### config.mk
export PLATFORM = sky130hd
export DESIGN_NAME = instr_fetch_unit
export DESIGN_NICKNAME = d
export VERILOG_FILES = /design/src/rtl/ifu_pkg.sv /design/src/rtl/ifu_imem.sv /design/src/rtl/instr_fetch_unit.sv
export SDC_FILE = /design/constraint.sdc
export NUM_CORES = 1
export LEC_CHECK = 0
export CAP_MARGIN = 20
export CORE_MARGIN = 1
export CORE_UTILIZATION = 23
export CTS_BUF_LIST = sky130_fd_sc_hd__clkbuf_4 sky130_fd_sc_hd__clkbuf_8 sky130_fd_sc_hd__clkbuf_16
export CTS_CLUSTER_SIZE = 10
export DETAILED_ROUTE_END_ITERATION = 6
export PLACE_DENSITY = 0.51
export SLEW_MARGIN = 10
export SYNTH_ARGS = -nofsm -noshare
export SYNTH_HDL_FRONTEND = slang
export SYNTH_SLANG_ARGS = --single-unit
### constraint.sdc
create_clock -name clk -period 3.6 [get_ports clk]
set_input_delay 0.72 -clock clk [delete_from_list [all_inputs] [get_ports clk]]
set_output_delay 0.72 -clock clk [all_outputs]
set_load 0.005 [all_outputs]
### src/rtl/ifu_pkg.sv
// ifu_pkg: shared state encoding and default sizes for instr_fetch_unit
package ifu_pkg;
  localparam int IFU_INSTR_W = 13;
  localparam int IFU_DEPTH = 16;
  typedef enum logic [1:0] {IDLE = 2'b00, LOAD = 2'b01, RUN = 2'b10, HALT = 2'b11} ifu_state_t;
endpackage

### src/rtl/ifu_imem.sv
// ifu_imem: DEPTH x INSTR_W program memory, one write port and one registered read port.
// Only the read register is reset; the array keeps its contents across reset.
module ifu_imem import ifu_pkg::*; #(
  parameter int INSTR_W = IFU_INSTR_W,
  parameter int DEPTH = IFU_DEPTH,
  localparam int ADDR_W = $clog2(DEPTH)
) (
  input  logic               clk,
  input  logic               reset,
  input  logic               i_we,
  input  logic [ADDR_W-1:0]  i_waddr,
  input  logic [INSTR_W-1:0] i_wdata,
  input  logic               i_re,
  input  logic [ADDR_W-1:0]  i_raddr,
  output logic [INSTR_W-1:0] o_rdata
);
  logic [INSTR_W-1:0] r_mem [DEPTH];
  logic [INSTR_W-1:0] r_rdata;
  always_ff @(posedge clk)
    if (i_we) r_mem[i_waddr] <= i_wdata;
  always_ff @(posedge clk or negedge reset)
    if (!reset) r_rdata <= '0;
    else if (i_re) r_rdata <= r_mem[i_raddr];
  assign o_rdata = r_rdata;
endmodule

### src/rtl/instr_fetch_unit.sv
// instr_fetch_unit: loads a program into ifu_imem and fetches it with branch, stall and halt control.
// Define IFU_BOUNDS_TRAP_EN to halt with trap on an out-of-range fetch instead of wrapping to 0.
module instr_fetch_unit import ifu_pkg::*; #(
  parameter int INSTR_W = IFU_INSTR_W,
  parameter int DEPTH = IFU_DEPTH,
  localparam int ADDR_W = $clog2(DEPTH)
) (
  input  logic               clk,
  input  logic               reset,
  input  logic               load_valid,
  input  logic [INSTR_W-1:0] load_data,
  input  logic               load_last,
  output logic               load_ready,
  input  logic               start,
  input  logic               clear,
  input  logic               stall,
  input  logic               br_valid,
  input  logic [ADDR_W-1:0]  br_target,
  input  logic               halt_req,
  output logic [INSTR_W-1:0] instr,
  output logic               instr_valid,
  output logic [ADDR_W-1:0]  pc,
  output logic [1:0]         state,
  output logic [ADDR_W:0]    prog_len,
  output logic               trap
);
`ifdef IFU_BOUNDS_TRAP_EN
  localparam bit TRAP_EN = 1'b1;
`else
  localparam bit TRAP_EN = 1'b0;
`endif
  ifu_state_t r_state, w_state_nx;
  logic [ADDR_W-1:0] r_pc, r_wr_ptr, w_fetch, w_raddr;
  logic [ADDR_W:0] r_prog_len, w_next;
  logic r_valid, r_trap;
  logic w_ready, w_start_go, w_accept, w_load_done, w_advance, w_oob, w_trap_hit, w_fetch_re;
  assign w_ready = (r_state == IDLE) || (r_state == LOAD);
  assign w_start_go = start && !clear && ((r_state == IDLE && r_prog_len != '0) || r_state == HALT);
  assign w_accept = load_valid && w_ready && !clear && !w_start_go;
  assign w_load_done = w_accept && (load_last || r_wr_ptr == ADDR_W'(DEPTH - 1));
  assign w_advance = (r_state == RUN) && !clear && !halt_req && !stall;
  // one extra bit so pc+1 past the last word is still seen as out of range
  assign w_next = br_valid ? {1'b0, br_target} : {1'b0, r_pc} + (ADDR_W + 1)'(1);
  assign w_oob = w_next >= r_prog_len;
  assign w_trap_hit = TRAP_EN && w_advance && w_oob;
  assign w_fetch = w_oob ? '0 : w_next[ADDR_W-1:0];
  assign w_raddr = w_start_go ? '0 : w_fetch;
  assign w_fetch_re = w_start_go || (w_advance && !w_trap_hit);
  always_ff @(posedge clk or negedge reset)
    if (!reset) r_state <= IDLE;
    else r_state <= w_state_nx;
  always_comb
    w_state_nx = clear ? IDLE :
                 w_start_go ? RUN :
                 w_load_done ? IDLE :
                 w_accept ? LOAD :
                 (r_state == RUN && (halt_req || w_trap_hit)) ? HALT : r_state;
  always_comb begin
    load_ready = w_ready;
    state = r_state;
  end
  always_ff @(posedge clk or negedge reset)
    if (!reset) begin
      r_pc <= '0;
      r_wr_ptr <= '0;
      r_prog_len <= '0;
      r_valid <= 1'b0;
      r_trap <= 1'b0;
    end else if (clear) begin
      r_pc <= '0;
      r_wr_ptr <= '0;
      r_prog_len <= '0;
      r_valid <= 1'b0;
      r_trap <= 1'b0;
    end else begin
      if (w_accept) r_wr_ptr <= w_load_done ? '0 : r_wr_ptr + ADDR_W'(1);
      if (w_load_done) r_prog_len <= {1'b0, r_wr_ptr} + (ADDR_W + 1)'(1);
      if (w_start_go) begin
        r_pc <= '0;
        r_valid <= 1'b1;
        r_trap <= 1'b0;
      end else if (r_state == RUN && halt_req) begin
        r_valid <= 1'b0;
      end else if (w_trap_hit) begin
        r_valid <= 1'b0;
        r_trap <= 1'b1;
      end else if (w_advance) begin
        r_pc <= w_fetch;
      end
    end
  ifu_imem #(.INSTR_W(INSTR_W), .DEPTH(DEPTH)) u_imem (
    .clk(clk),
    .reset(reset),
    .i_we(w_accept),
    .i_waddr(r_wr_ptr),
    .i_wdata(load_data),
    .i_re(w_fetch_re),
    .i_raddr(w_raddr),
    .o_rdata(instr)
  );
  assign instr_valid = r_valid;
  assign pc = r_pc;
  assign prog_len = r_prog_len;
  assign trap = TRAP_EN && r_trap;
endmodule

Word-level counts from Yosys, hierarchy flattened
Memory sizes are Yosys's and may differ from the RTL's. A register that Yosys moved wholly into a read port is not among the register bits.
Cells that the tools add are included.
- $lt $le $gt $ge: 1
- equality and inequality tests: 5
- multiplexer cells: 22
- reduce and logical (&&, ||, !) cells: 28
- add/sub/neg operators: 3
- operator list (cell ; count):
    4-bit two-way mux ; 9
    5-bit two-way mux ; 3
    1-bit logical AND ; 11
    4-bit by 1-bit adder with 5-bit output, second input constant ; 2
    2-bit two-way mux ; 5
    5-bit nonzero test ; 2
    3-bit nonzero test ; 2
    5-bit >= comparator ; 1
    1-bit logical NOT ; 5
    1-bit two-way mux ; 5
    4-bit by 1-bit adder with 4-bit output, second input constant ; 1
    2-bit == test, second input constant ; 2
    4-bit == test, second input constant ; 1
    1-bit logical OR ; 4
    2-bit nonzero test ; 2
    3-bit inequality test, second input constant ; 1
    2-bit by 1-bit == test with 1-bit output, second input constant ; 1
    2-bit logical NOT ; 1
    2-bit AND reduction ; 1
- output and inout port bits: 27
- logic and storage cells: 65
- memories kept: 1
- register bits after elaboration: 16
- bits in writable memories: 208
- input bits: 26
- memory list (name ; depth ; bits a word ; read ports ; clocked after Yosys merged registers in ; wr ports ; line ; source):
    u_imem.r_mem ; 16 ; 13 ; 1 ; 1 ; 1 ; ifu_imem.sv:17 ; logic [INSTR_W-1:0] r_mem [DEPTH];

Logic depth before layout (Yosys ltp)
Gate-level depths: netlist of run 1.
- word-level depth: 10
- mapped depth: 15
- mapped depth without buffers: 11

By module
Synthesis of run 1 repeated with hierarchy kept, for this count alone.
- cell total of the unflattened synthesis: 493
- area total of the unflattened synthesis: 9512.9 sq um
- by module, submodules not included (module ; cells each ; area each (sq um) ; times used):
    ifu_imem ; 370 ; 8441.8 ; 1
    instr_fetch_unit ; 123 ; 1071.0 ; 1

Worst setup path before layout of run 1
OpenSTA, ideal clock, no wires.
- kind: input port to flip-flop
- start: in clear
- end: mem u_imem.r_mem[2][0] (netlist name), enable pin
- slack: 111 ps
- required time: 3178 ps
- buffers on the path: 1
- arrival: 3067 ps
- library setup time: 422 ps
- cell stages on the path: 5
- path through: nand2b_1 -> a211oi_4 -> or4b_4 -> buf_6 -> nor4b_1
- word-level cells in the longest chain between the ends: 7
- elaborated cells between the ends (all ways): 8
- classes of those cells: mux (2); reduce/logical (6)
- RTL lines (element ; line ; source):
    from (decl) ; instr_fetch_unit.sv:15 ; input logic clear,
    1-bit logical NOT (*) ; instr_fetch_unit.sv:38, instr_fetch_unit.sv:39 ;
    1-bit logical AND (2 in a row) ; instr_fetch_unit.sv:38 ; assign w_start_go = start && !clear && ((r_state == IDLE && r_prog_len != '0) || r_state == HALT);
    1-bit logical NOT ; instr_fetch_unit.sv:39 ; assign w_accept = load_valid && w_ready && !clear && !w_start_go;
    1-bit logical AND (*) ; instr_fetch_unit.sv:39 ;
    1-bit two-way mux (*) ; ifu_imem.sv:20 ; if (i_we) r_mem[i_waddr] <= i_wdata;
    1-bit two-way mux (not written as such) (*) ; ifu_imem.sv:20 ;
    to (decl) ; ifu_imem.sv:17 ;
Every way passes the cells marked *; elsewhere a longest branch is shown, timed or not.

Worst setup path after layout of run 1
- start: in br_valid
- end: reg u_imem.r_rdata[10], in the netlist u_imem.o_rdata[10], read port of u_imem.r_mem
- word-level cells in the longest chain between the ends: 4
- RTL lines (element ; line ; source):
    from (decl) ; instr_fetch_unit.sv:17 ; input logic br_valid,
    5-bit two-way mux (*) ; instr_fetch_unit.sv:43 ; assign w_next = br_valid ? {1'b0, br_target} : {1'b0, r_pc} + (ADDR_W + 1)'(1);
    5-bit >= comparator ; instr_fetch_unit.sv:44 ; assign w_oob = w_next >= r_prog_len;
    4-bit two-way mux (*) ; instr_fetch_unit.sv:46 ; assign w_fetch = w_oob ? '0 : w_next[ADDR_W-1:0];
    4-bit two-way mux (*) ; instr_fetch_unit.sv:47 ; assign w_raddr = w_start_go ? '0 : w_fetch;
    to (decl) ; ifu_imem.sv:18 ; logic [INSTR_W-1:0] r_rdata;
Marked as above.
A chain may end at the register's enable or synchronous reset.

==> reports/qor.txt, run 1 <==
post_cts resized: 0
Syn Area/Cell: 14.12 sq um
Max Cap Viol: 0
CTS H-tree lvls: 1
critical path required time: 4070 ps
Clock transition at path regs: 60 ps
initial core utilization: 23.29%
Mapped Cells: 709
Final Max Tran Viols: 0
Clock Sinks: 237
largest net degree at the start of global routing: 55
status: finished, final reports clean
GRT Total Usage: 12.29%
syn nets: 745
main area contributors after synthesis: edfxtp_1 62%, dfrtp_1 7.2%, nand2_1 3.7%
first-pass GRT wire length: 41010 microns
f_max: 0.3255 GHz
flop2flop setup slack: 600 ps
Worst R2R End: u_imem.o_rdata[10]
n_diodes: 0
Layout Skew: 8.310 ps
remaining antenna violation count: 0
CTS buffer count: 27
Final Util: 28.52%
Clock Tree Buf Depth: 3
Pwr Density: 533.9 nW/um^2
Overall Power: 0.006545 W
total gr overflow: 0
io pins: 53
Worst R2R Path Depth: 10
Worst setup SP type: input port
Core Footprint: 42980 sq um
drt pass-1 iters: 6
Hold WC Path Type: reg -> reg
Min-Delay Endpoint: instr_valid
Synth top area share: 62.39%
post-synthesis sequential area ratio: 69.64%
Rows: 76
width of the die: 210.6 microns
die height: 210.6 microns
nets: 824
Worst EP arrival: 3540 ps
layout cells sized above 1: 17.08%
Max IR drop VDD: 0.0003119 V
Worst slew margin: 45.76%
RSZ-0062 raised after global routing: no
drt via density: 4.494
Synth-to-Final Area Change: 22.45%
TritonCTS clock tree: yes
worst-margin pin slew: 811.0 ps
Die Footprint: 44360 sq um
post-cts hold buffer count: 0
Fin. Hold Viols: 0
drt total wl: 27050 microns
GP Congestion: 0.8062
Synth Register Bits: 237
EDFF count, synth: 208
crit path time final: 3072 ps
DR vias: 6260
cell depth of the worst hold path: 1
crit-path max FO: 13
endpoints failing setup: 0
Leakage: 4.175 nW
final-layout fill cell count: 4374
Setup crit end kind: flip-flop
initial antenna violation count: 0
part of the cycle the worst path needs: 85.34%
critical path class: in -> reg
Synth cell types: 63
Top FF cell, synth: edfxtp_1
Worst Hold Launch: instr_valid
FFs w/ async S/R, synth: 12.24%
Synth area leader: edfxtp_1
RR Startpoint: pc[0]
DRC errors left: 0
WHS: 528.2 ps
Root Buffer: clkbuf_16
Syn Std Cell Area: 10010 sq um
post-CTS setup buffer count: 0
DP Wirelength: 17170 microns
routed len/inst: 19.42 microns
Iteration-0 DRC Markers: 596
IO Port Bufs: 51
synth warn: 0
vias in the first global route: 6279
clock latency on the worst-skew pair: 540 ps
## Yosys cell counts (all sizes together) (2+ instances only)
cell type,instances
nor2,31
a31o,2
buf,25
o21ai,10
a31oi,26
clkbuf,20
ha,10
and2,8
o31ai,3
xnor2,2
o211ai,2
nor2b,2
nand2,100
o22ai,14
nand2b,3
mux4,12
and3,4
nor4,5
dfrtp,29
o21a,13
a311oi,2
nand3,33
inv,15
a22oi,25
nor4b,2
a21oi,55
mux2i,5
xor2,3
o211a,12
edfxtp,208
a211oi,14
## cell families (layout without fill, tap and decap cells)
| group | count (synthesis) | in the layout | share of synthesized area (%) |
|---|---|---|---|
| buffers and inverters | 60 | 159 | 3.100 |
| adder cells (fa/ha/maj) | 10 | 10 | 1.250 |
| XOR/XNOR | 5 | 5 | 0.4375 |
| AND/OR/NAND/NOR | 195 | 195 | 9.161 |
| multiplexers | 17 | 17 | 3.325 |
| AO/OA/AOI/OAI | 184 | 184 | 13.05 |
| other | 1 | 1 | 0.03746 |
| flip-flops | 237 | 237 | 69.64 |
## registers in the layout, indices dropped and copies added (netlist names)
| signal | count |
|---|---|
| instr_valid | 1 |
| r_wr_ptr | 4 |
| state | 2 |
| pc | 4 |
| prog_len | 5 |
| u_imem.o_rdata | 13 |
| u_imem.r_mem | 208 |
## per-layer routing
layer	vias up	wire length, microns	share of wire (%)	global-route usage (%)
li1	2878	-	-	-
met1	3168	12450	46	17.03
met2	177	12640	47	19.92
met3	37	1463	5.4	2.290
met4	0	499	1.8	2.674
met5	-	0	0	0
## cell type report
class                           instances  area [sq um]  share of cell area, %
Timing Repair Buffer                   95         878.3                  7.165
Multi-Input combinational cell        412          2758                  22.50
Inverter                               15         58.81                 0.4797
Clock inverter                          1         20.02                 0.1633
Tap cell                              585         732.0                  5.971
Sequential cell                       237          6972                  56.87
Clock buffer                           48         839.6                  6.849
## how the worst max path moves through the flow
stage	depth (start not counted)	to	from	slack [ps]
floorplan	5	u_imem.r_mem[2][0]	clear	110
global placement	11	u_imem.o_rdata[10]	br_valid	0.03
detailed placement	11	u_imem.o_rdata[10]	br_valid	-50
CTS	11	u_imem.o_rdata[10]	br_valid	490
global route	11	u_imem.o_rdata[10]	br_valid	310
finish	11	u_imem.o_rdata[10]	br_valid	530
## layout by cell type (no fill, tap or decap), drive strengths merged, types with 14 or more instances in the layout
master | Yosys | routed
o22ai | 14 | 14
buf | 25 | 44
a21oi | 55 | 55
dfrtp | 29 | 29
edfxtp | 208 | 208
inv | 15 | 16
a31oi | 26 | 26
nor2 | 31 | 31
clkdlybuf4s50 | 0 | 51
nand2 | 100 | 100
a211oi | 14 | 14
nand3 | 33 | 33
clkbuf | 20 | 48
a22oi | 25 | 25
## power breakdown
group	switching (W)	internal [W]
combinational	0.000385	0.000337
clock	0.00105	0.00158
sequential	0.000102	0.00309
total	0.00154	0.00500
## critical path, cell delays in order
cell and delay (ps):
clkdlybuf4s50_1 460, buf_4 180, mux2i_4 260, inv_2 60
ha_1 280, nand2_1 50, o21ai_0 370, a311oi_4 160
a21oi_2 600, o311ai_0 270, nand3_1 140
## through the flow
| stage | cells | TNS (ps) | cell area [sq um] | setup slack (ps) |
|---|---|---|---|---|
| finish | 1393 | 0 | 12260 | 527.8 |
| global route | 1393 | 0 | 12260 | 311.6 |
| CTS | 1393 | 0 | 12260 | 487.2 |
| detailed placement | 1344 | -220.9 | 11400 | -49.91 |
| global placement | 1344 | 0 | 11400 | 0.03042 |
| floorplan | 709 | 0 | 10010 | 111.4 |
Power figures use the tool's default switching activity.
==> inputs of run 2 (changes only) <==
Settings changed: SETUP_SLACK_MARGIN from default to 0.2.
==> reports/qor.txt, run 2 (synthesized netlist as in run 1, its figures left out) <==
status: finished, final reports clean
crit path time final: 3057 ps (-15.49 ps)
pre-CTS worst setup slack: -10.73 ps (+39.18 ps)
remaining antenna violation count: 0 (unchanged)
routed len/inst: 19.19 microns (-1.2%)
total gr overflow: 0 (unchanged)
Placed Cells: 1341 (-0.22%)
DRC errors left: 0 (unchanged)
GP Congestion: 0.8098 (+0.45%)
drt total wl: 26730 microns (-1.2%)
post_cts resized: 0 (unchanged)
switching power share of the total: 23.40% (-0.15 points)
Power Internal: 0.005075 W (+1.4%)
cell depth of the worst hold path: 2 (+1)
Setup WS post-layout: 543.3 ps (+15.49 ps)
Leakage: 4.184 nW (+0.20%)
Core Footprint: 42980 sq um (unchanged)
initial core utilization: 23.29% (unchanged)
final-layout fill cell count: 4372 (-0.046%)
Final Max Tran Viols: 0 (unchanged)
crit-path max FO: 13 (unchanged)
Reg with most FFs: u_imem.r_mem
f_max: 0.3271 GHz (+0.51%)
width of the die: 210.6 microns (unchanged)
DR top layer: met4
Worst setup SP type: input port
RR Startpoint: pc[0]
Non-Filler Instances: 1393 (unchanged)
critical path required time: 4070 ps (about the same)
Worst R2R Path Depth: 11 (+1)
Clock Tree Buf Depth: 3 (unchanged)
Comb power frac: 10.5% (-0.5 points)
multi-input logic area: 2758 sq um (unchanged)
vias in the first global route: 6224 (-0.88%)
first-pass GRT wire length: 40070 microns (-2.3%)
DR WL met2: 12580 microns (-0.46%)
NetSw: 0.001551 W (+0.57%)
Worst slew margin: 45.40% (-0.36 points)
TritonCTS clock tree: yes
Rows: 76 (unchanged)
Min-Delay Endpoint: u_imem.o_rdata[10]
largest net degree at the start of global routing: 55 (unchanged)
DR WL met3: 1504 microns (+2.8%)
post-CTS setup buffer count: 0 (unchanged)
Layout Skew: 11.29 ps (+2.983 ps)
CTS buffer count: 28 (+3.7%)
worst-margin pin slew: 816.4 ps (+5.338 ps)
Clk pwr share: 41.2% (+1.0 points)
n_diodes: 0 (unchanged)
drt pass-1 iters: 4 (-2)
Seq pwr share: 48.3% (-0.4 points)
setup TNS: 0 ps (unchanged)
io pins: 53 (unchanged)
Root Buffer: clkbuf_16
flop2flop setup slack: 590 ps (about the same)
GRT Total Usage: 12.00% (-0.29 points)
Worst Hold Launch: u_imem.o_rdata[10]
IO Port Bufs: 51 (unchanged)
Clock transition at path regs: 60 ps (about the same)
Max Cap Viol: 0 (unchanged)
Setup crit end kind: flip-flop
Worst EP arrival: 3530 ps (about the same)
clock latency on the worst-skew pair: 550 ps (about the same)
DRT met1 WL: 12090 microns (-2.9%)
sequential cell area: 6972 sq um (unchanged)
DR vias: 6227 (-0.53%)
Hold WC Path Type: reg -> reg
endpoints failing setup: 0 (unchanged)
post-cts hold buffer count: 0 (unchanged)
Clock Sinks: 237 (unchanged)
WHS: 510.8 ps (-17.35 ps)
max FFs per register: 208 (unchanged)
commonest non-fill, non-tap cells in the layout: 208 x edfxtp_1, 100 x nand2_1, 54 x a21oi_1
Placed Instance Area: 11380 sq um (-0.20%)
nets: 822 (-0.24%)
layout cells sized above 1: 17.08% (unchanged)
final instance area: 12290 sq um (+0.29%)
Die Footprint: 44360 sq um (unchanged)
Synth-to-Final Area Change: 22.80%
initial antenna violation count: 0 (unchanged)
RSZ-0062 raised after global routing: no
Fin. Hold Viols: 0 (unchanged)
Max IR drop VDD: 0.0003160 V (+1.3%)
commonest non-fill, non-tap cell in the layout: edfxtp_1
part of the cycle the worst path needs: 84.91% (-0.43 points)
DP Wirelength: 17040 microns (-0.75%)
CTS H-tree lvls: 1 (unchanged)
Iteration-0 DRC Markers: 433 (-27%)
critical path class: in -> reg
die height: 210.6 microns (unchanged)
Pwr Density: 539.0 nW/um^2 (+0.95%)
drt via density: 4.470 (-0.53%)
Worst R2R End: u_imem.o_rdata[10]
==> run 2: cell types whose count changed in the layout (fill, tap and decap cells not counted) <==
cell / previous run / this run
buf_4: 41 / 38
clkbuf_16: 27 / 28
clkbuf_8: 1 / 2
clkinv_16: 0 / 1
inv_16: 1 / 0
inv_6: 0 / 1
==> run 2: layout make-up <==
class / count / area share [%]
Inverter: 15 / 0.4784
Tap cell: 585 / 5.954
Multi-Input combinational cell: 412 / 22.43
Sequential cell: 237 / 56.71
Clock inverter: 2 / 0.3155
Clock buffer: 50 / 7.145
Timing Repair Buffer: 92 / 6.962
==> run 2: power by group through the flow <==
| stage | clock network [W] | registers [W] | logic, W |
|---|---|---|---|
| floorplan | 0 | 0.00319 | 0.000340 |
| global placement | 0 | 0.00326 | 0.000695 |
| detailed placement | 0 | 0.00326 | 0.000705 |
| CTS | 0.00278 | 0.00320 | 0.000708 |
| global route | 0.00289 | 0.00321 | 0.000766 |
| finish | 0.00273 | 0.00320 | 0.000698 |
==> run 2: metal layers <==
metal	track usage, %	up-vias
li1	-	2869
met1	16.51	3123
met2	19.69	198
met3	1.799	37
met4	3.123	0
met5	0	-
==> run 2: worst max path at each step <==
stage	from	to	slack, ps	cells after the start
after floorplan	br_valid	u_imem.o_rdata[10]	200	13
after global placement	br_valid	u_imem.o_rdata[10]	5	12
after detailed placement	br_valid	u_imem.o_rdata[10]	-10	11
after CTS	br_valid	u_imem.o_rdata[10]	560	11
after global routing	pc[0]	u_imem.o_rdata[12]	350	12
final	br_valid	u_imem.o_rdata[10]	540	11
==> run 2: critical path: stages <==
cell and delay (ps):
clkdlybuf4s50_1 460, buf_4 180, mux2i_4 250, inv_2 50
ha_1 270, nand2_1 40, o21ai_0 360, a311oi_4 180
a21oi_2 610, o311ai_0 260, nand3_1 140
==> run 2: per-stage QoR <==
stage | total power [W] | utilization [%]
CTS | 0.006692 | 28.60
global route | 0.006862 | 28.60
global placement | 0.003956 | 26.47
finish | 0.006625 | 28.60
floorplan | 0.003534 | -
detailed placement | 0.003964 | 26.47
==> RTL edit 1, RTL diff (settings of run 1) <==
Set the package constant `IFU_INSTR_W` to 11 (it was 13).
--- a/src/rtl/ifu_pkg.sv
+++ b/src/rtl/ifu_pkg.sv
@@ -1,6 +1,6 @@
 // ifu_pkg: shared state encoding and default sizes for instr_fetch_unit
 package ifu_pkg;
-  localparam int IFU_INSTR_W = 13;
+  localparam int IFU_INSTR_W = 11;
   localparam int IFU_DEPTH = 16;
   typedef enum logic [1:0] {IDLE = 2'b00, LOAD = 2'b01, RUN = 2'b10, HALT = 2'b11} ifu_state_t;
 endpackage
Interface: changed (resized instr and load_data); port bits go from 53 to 49. No check against the original RTL was run, so the function may have changed too.
==> RTL edit 1 against run 1 <==
Power shrank 13%; worst hold slack worse by 0.011 ns; area after synthesis is 17% lower; combinational power is 1% higher; clock skew hardly changed; setup slack worse by 0.12 ns; wire length is 20% lower; sequential cell count decreased by 34; final area shrank 15%; via count is 17% lower; core utilization increased by 0.73 points; final cell count down 18%; largest power group unchanged.
==> RTL edit 1: results <==
set metrics [dict create \
    status "complete, no violations" \
    drtIter0Drc 402 \
    async_reset_ff_frac 0.133 \
    hpwl_mm 13.9 \
    crit_fanout 11 \
    synth-compound-area-share 0.123 \
    path_delay_family "buffers and inverters" \
    vias 5206 \
    synth_edf_count 176 \
    muxShareOfSynthArea 0.00863 \
    critPathArrivalTime_ns 3.58 \
    synthAdderAreaFrac 0.0151 \
    track_usage 0.119 \
    synthCells 581 \
    largest_reg_flops 176 \
    wirelength_mm 21.7 \
    grt_max_degree 44 \
    synth_nets 615 \
    slowest_delay_ns 0.47 \
    numCtsBuffers 24 \
    leakagePower_nw 3.47 \
    clk_latency_ns 0.51 \
    cp_slowest_cell "clkdlybuf4s50_1" \
    pg_clk_mw 2.27 \
    post-place-ws_ns -0.145 \
    slew_headroom 0.485 \
    synth_cell_types 52 \
    finalClockSkew_ns 0.00815 \
    p_comb_frac 0.128 \
    post_cts_buffers 0 \
    grt_pass1_wl_mm 32.7 \
    ys_seq_area_frac 0.721 \
    gp_congestion 0.784 \
    num-fill-cells 3541 \
    synthTopCellsByCount "edfxtp_1 (176), nor2_1 (67), nor3_1 (34)" \
    peakVddDrop_mv 0.310 \
    drt-vias-per-instance 4.53 \
    dr.pass1.iters 5 \
    placed_cells 1105 \
    synthTopCellsByArea "edfxtp_1 (64%), dfrtp_1 (8.2%), nor2_1 (3.0%), o22ai_1 (2.4%), o221ai_1 (2.2%)" \
    layout-drive-gt1-share 0.167 \
    nNetsFinal 704 \
]
-- RTL edit 1: cell count changes after synthesis, sizes merged, moves of 21 or more --
cell	before	now
nand2	100	16
a21oi	55	13
nor2	31	67
nor3	1	34
edfxtp	208	176
nand3	33	6
a22oi	25	0
a31oi	26	1
o221ai	0	21
-- RTL edit 1: area by class of cell --
class,count,area share
tap,461,0.0556
multi-input combinational,326,0.204
inverter,15,0.00543
sequential,203,0.574
clock inverter,3,0.00241
timing repair buffer,100,0.0885
clock buffer,41,0.0702
-- RTL edit 1: metal layers --
layer | global-route usage | wire length, µm | up-vias
met4 | 0.0330 | 353 | 0
met3 | 0.0160 | 1100 | 21
met5 | 0 | 0 | -
met2 | 0.191 | 10200 | 129
li1 | - | - | 2431
met1 | 0.168 | 10100 | 2625
-- RTL edit 1: final timing paths --
check | start | end | slack (ns) | cells after the start
worst min register to register | instr_valid | instr_valid | 0.52 | 1
worst min-delay path | instr_valid | instr_valid | 0.52 | 1
max in group asynchronous | reset | u_imem.o_rdata[4] | 2.68 | 2
min in group asynchronous | reset | prog_len[1] | 0.61 | 2
worst max register to register | pc[1] | u_imem.o_rdata[4] | 0.56 | 12
worst max-delay path | br_valid | u_imem.o_rdata[4] | 0.41 | 13
-- RTL edit 1: cell families (layout without fill, tap and decap cells) --
logic type	count (synthesis)	count (layout)
compound gates	137	137
xor+xnor	5	5
simple gates	166	166
flops	203	203
buf+inv	52	159
fa+ha+maj	10	10
mux	7	7
other cells	1	1
-- RTL edit 1: through the flow --
stage                     total power, mW  hold WS (ns)  instance area (µm²)
after global routing                 5.93         0.545                10400
after floorplan                      3.10         0.424                 8270
final                                5.72         0.517                10400
after global placement               3.50         0.516                 9620
after detailed placement             3.51         0.511                 9620
after CTS                            5.79         0.521                10400
==> RTL edit 2, RTL diff (settings of run 1) <==
Without the edit above. Make the reset (`reset`) synchronous in 3 clocked blocks.
--- a/src/rtl/ifu_imem.sv
+++ b/src/rtl/ifu_imem.sv
@@ -18,7 +18,7 @@
   logic [INSTR_W-1:0] r_rdata;
   always_ff @(posedge clk)
     if (i_we) r_mem[i_waddr] <= i_wdata;
-  always_ff @(posedge clk or negedge reset)
+  always_ff @(posedge clk)
     if (!reset) r_rdata <= '0;
     else if (i_re) r_rdata <= r_mem[i_raddr];
   assign o_rdata = r_rdata;
--- a/src/rtl/instr_fetch_unit.sv
+++ b/src/rtl/instr_fetch_unit.sv
@@ -46,7 +46,7 @@
   assign w_fetch = w_oob ? '0 : w_next[ADDR_W-1:0];
   assign w_raddr = w_start_go ? '0 : w_fetch;
   assign w_fetch_re = w_start_go || (w_advance && !w_trap_hit);
-  always_ff @(posedge clk or negedge reset)
+  always_ff @(posedge clk)
     if (!reset) r_state <= IDLE;
     else r_state <= w_state_nx;
   always_comb
@@ -59,7 +59,7 @@
     load_ready = w_ready;
     state = r_state;
   end
-  always_ff @(posedge clk or negedge reset)
+  always_ff @(posedge clk)
     if (!reset) begin
       r_pc <= '0;
       r_wr_ptr <= '0;
Behaviour: differs if reset is asserted again (counterexample within 4 cycles, from zero or initial values and one cycle with reset low); with reset held inactive, the same outputs for 4 cycles.
==> RTL edit 2 against run 1 <==
The flow now finishes with violations (design-rule violations); sequential cell count did not move; final area down 0.29%; worst hold slack worse by 0.043 ns; die area fell by 3.8%; wire length up 2.1%; sequential share of layout area is 1.0 points lower; power decreased by 6.0%; setup slack got worse by 0.23 ns; area after synthesis decreased by 3.8%; core utilization up 1.2 points; critical endpoint is now u_imem.o_rdata[5]; largest cell class unchanged; largest power group unchanged.
==> RTL edit 2: results <==
set metrics [dict create \
    drt_drc_violations_left 4 \
    power_density_nw_per_um2 503 \
    synth_nets 728 \
    path_delay_family "buffers and inverters" \
    drt-vias-per-instance 4.74 \
    worstMarginPinSlew_ns 0.806 \
    crit_fanout 12 \
    slowest_delay_ns 0.46 \
    whs_path_depth 2 \
    numCtsBuffers 28 \
    status "finished with violations" \
    cp_slowest_cell "clkdlybuf4s50_1" \
    drtIter0Drc 512 \
    async_reset_ff_frac 0 \
    track_usage 0.130 \
    r2r_slack_ns 0.40 \
    synthTopCellsByCount "edfxtp_1 (208), nand2_1 (42), a21oi_1 (37), a22oi_1 (37), clkbuf_1 (35)" \
    finalNonFillerCells 1353 \
    r2r_end "u_imem.o_rdata[5]" \
    dr.pass1.iters 7 \
    leakagePower_nw 4.06 \
    synthCells 692 \
    num-fill-cells 4172 \
    post-place-ws_ns -0.188 \
    violations "design-rule violations" \
    wirelength_mm 27.6 \
]
## RTL edit 2: changes by cell type after synthesis, moves of 17 or more
cell | run 1 | this run
o2bb2ai_1 | 0 | 24
o21ai_0 | 8 | 30
dfxtp_1 | 0 | 29
dfrtp_1 | 29 | 0
nor3_1 | 1 | 24
nand2_1 | 100 | 42
a31oi_1 | 26 | 2
a21oi_1 | 54 | 37
## RTL edit 2: final cells by class
class,count,area share
Tap cell,532,0.0545
Inverter,10,0.00307
Timing Repair Buffer,123,0.0952
Clock inverter,2,0.00102
Sequential cell,237,0.559
Multi-Input combinational cell,400,0.216
Clock buffer,49,0.0722
## RTL edit 2: how the worst max path moves through the flow
stage               cells after the start           endpoint      from
detailed placement                     15  u_imem.o_rdata[5]  br_valid
global placement                       15  u_imem.o_rdata[4]  br_valid
finish                                 15  u_imem.o_rdata[5]  br_valid
global route                           15  u_imem.o_rdata[5]  br_valid
CTS                                    15  u_imem.o_rdata[5]  br_valid
floorplan                              14  u_imem.o_rdata[3]  br_valid
## RTL edit 2: logic make-up (layout without fill, tap and decap cells)
family                     Yosys count  after routing  synth area share
DFF                                237            237             0.709
xor gates and xnor gates             5              5           0.00455
AOI/OAI and AO/OA                  216            216             0.160
buffers and inverters               55            184            0.0229
adders and majority gates           10             10            0.0130
and+or+nand+nor                    154            154            0.0755
other                                1              1          0.000389
muxes                               14             14            0.0147
## RTL edit 2: report_power, final
group / switching, mW / total (mW) / internal (mW) / leakage, nW
clock network: 1.05 / 2.70 / 1.65 / 0.458
logic: 0.271 / 0.440 / 0.170 / 1.50
registers: 0.00764 / 3.01 / 3.00 / 2.11
## RTL edit 2: metal layers
metal	share of wire	track usage
met1	0.46	0.187
met3	0.053	0.0173
met5	0	0
met4	0.012	0.0284
met2	0.47	0.208
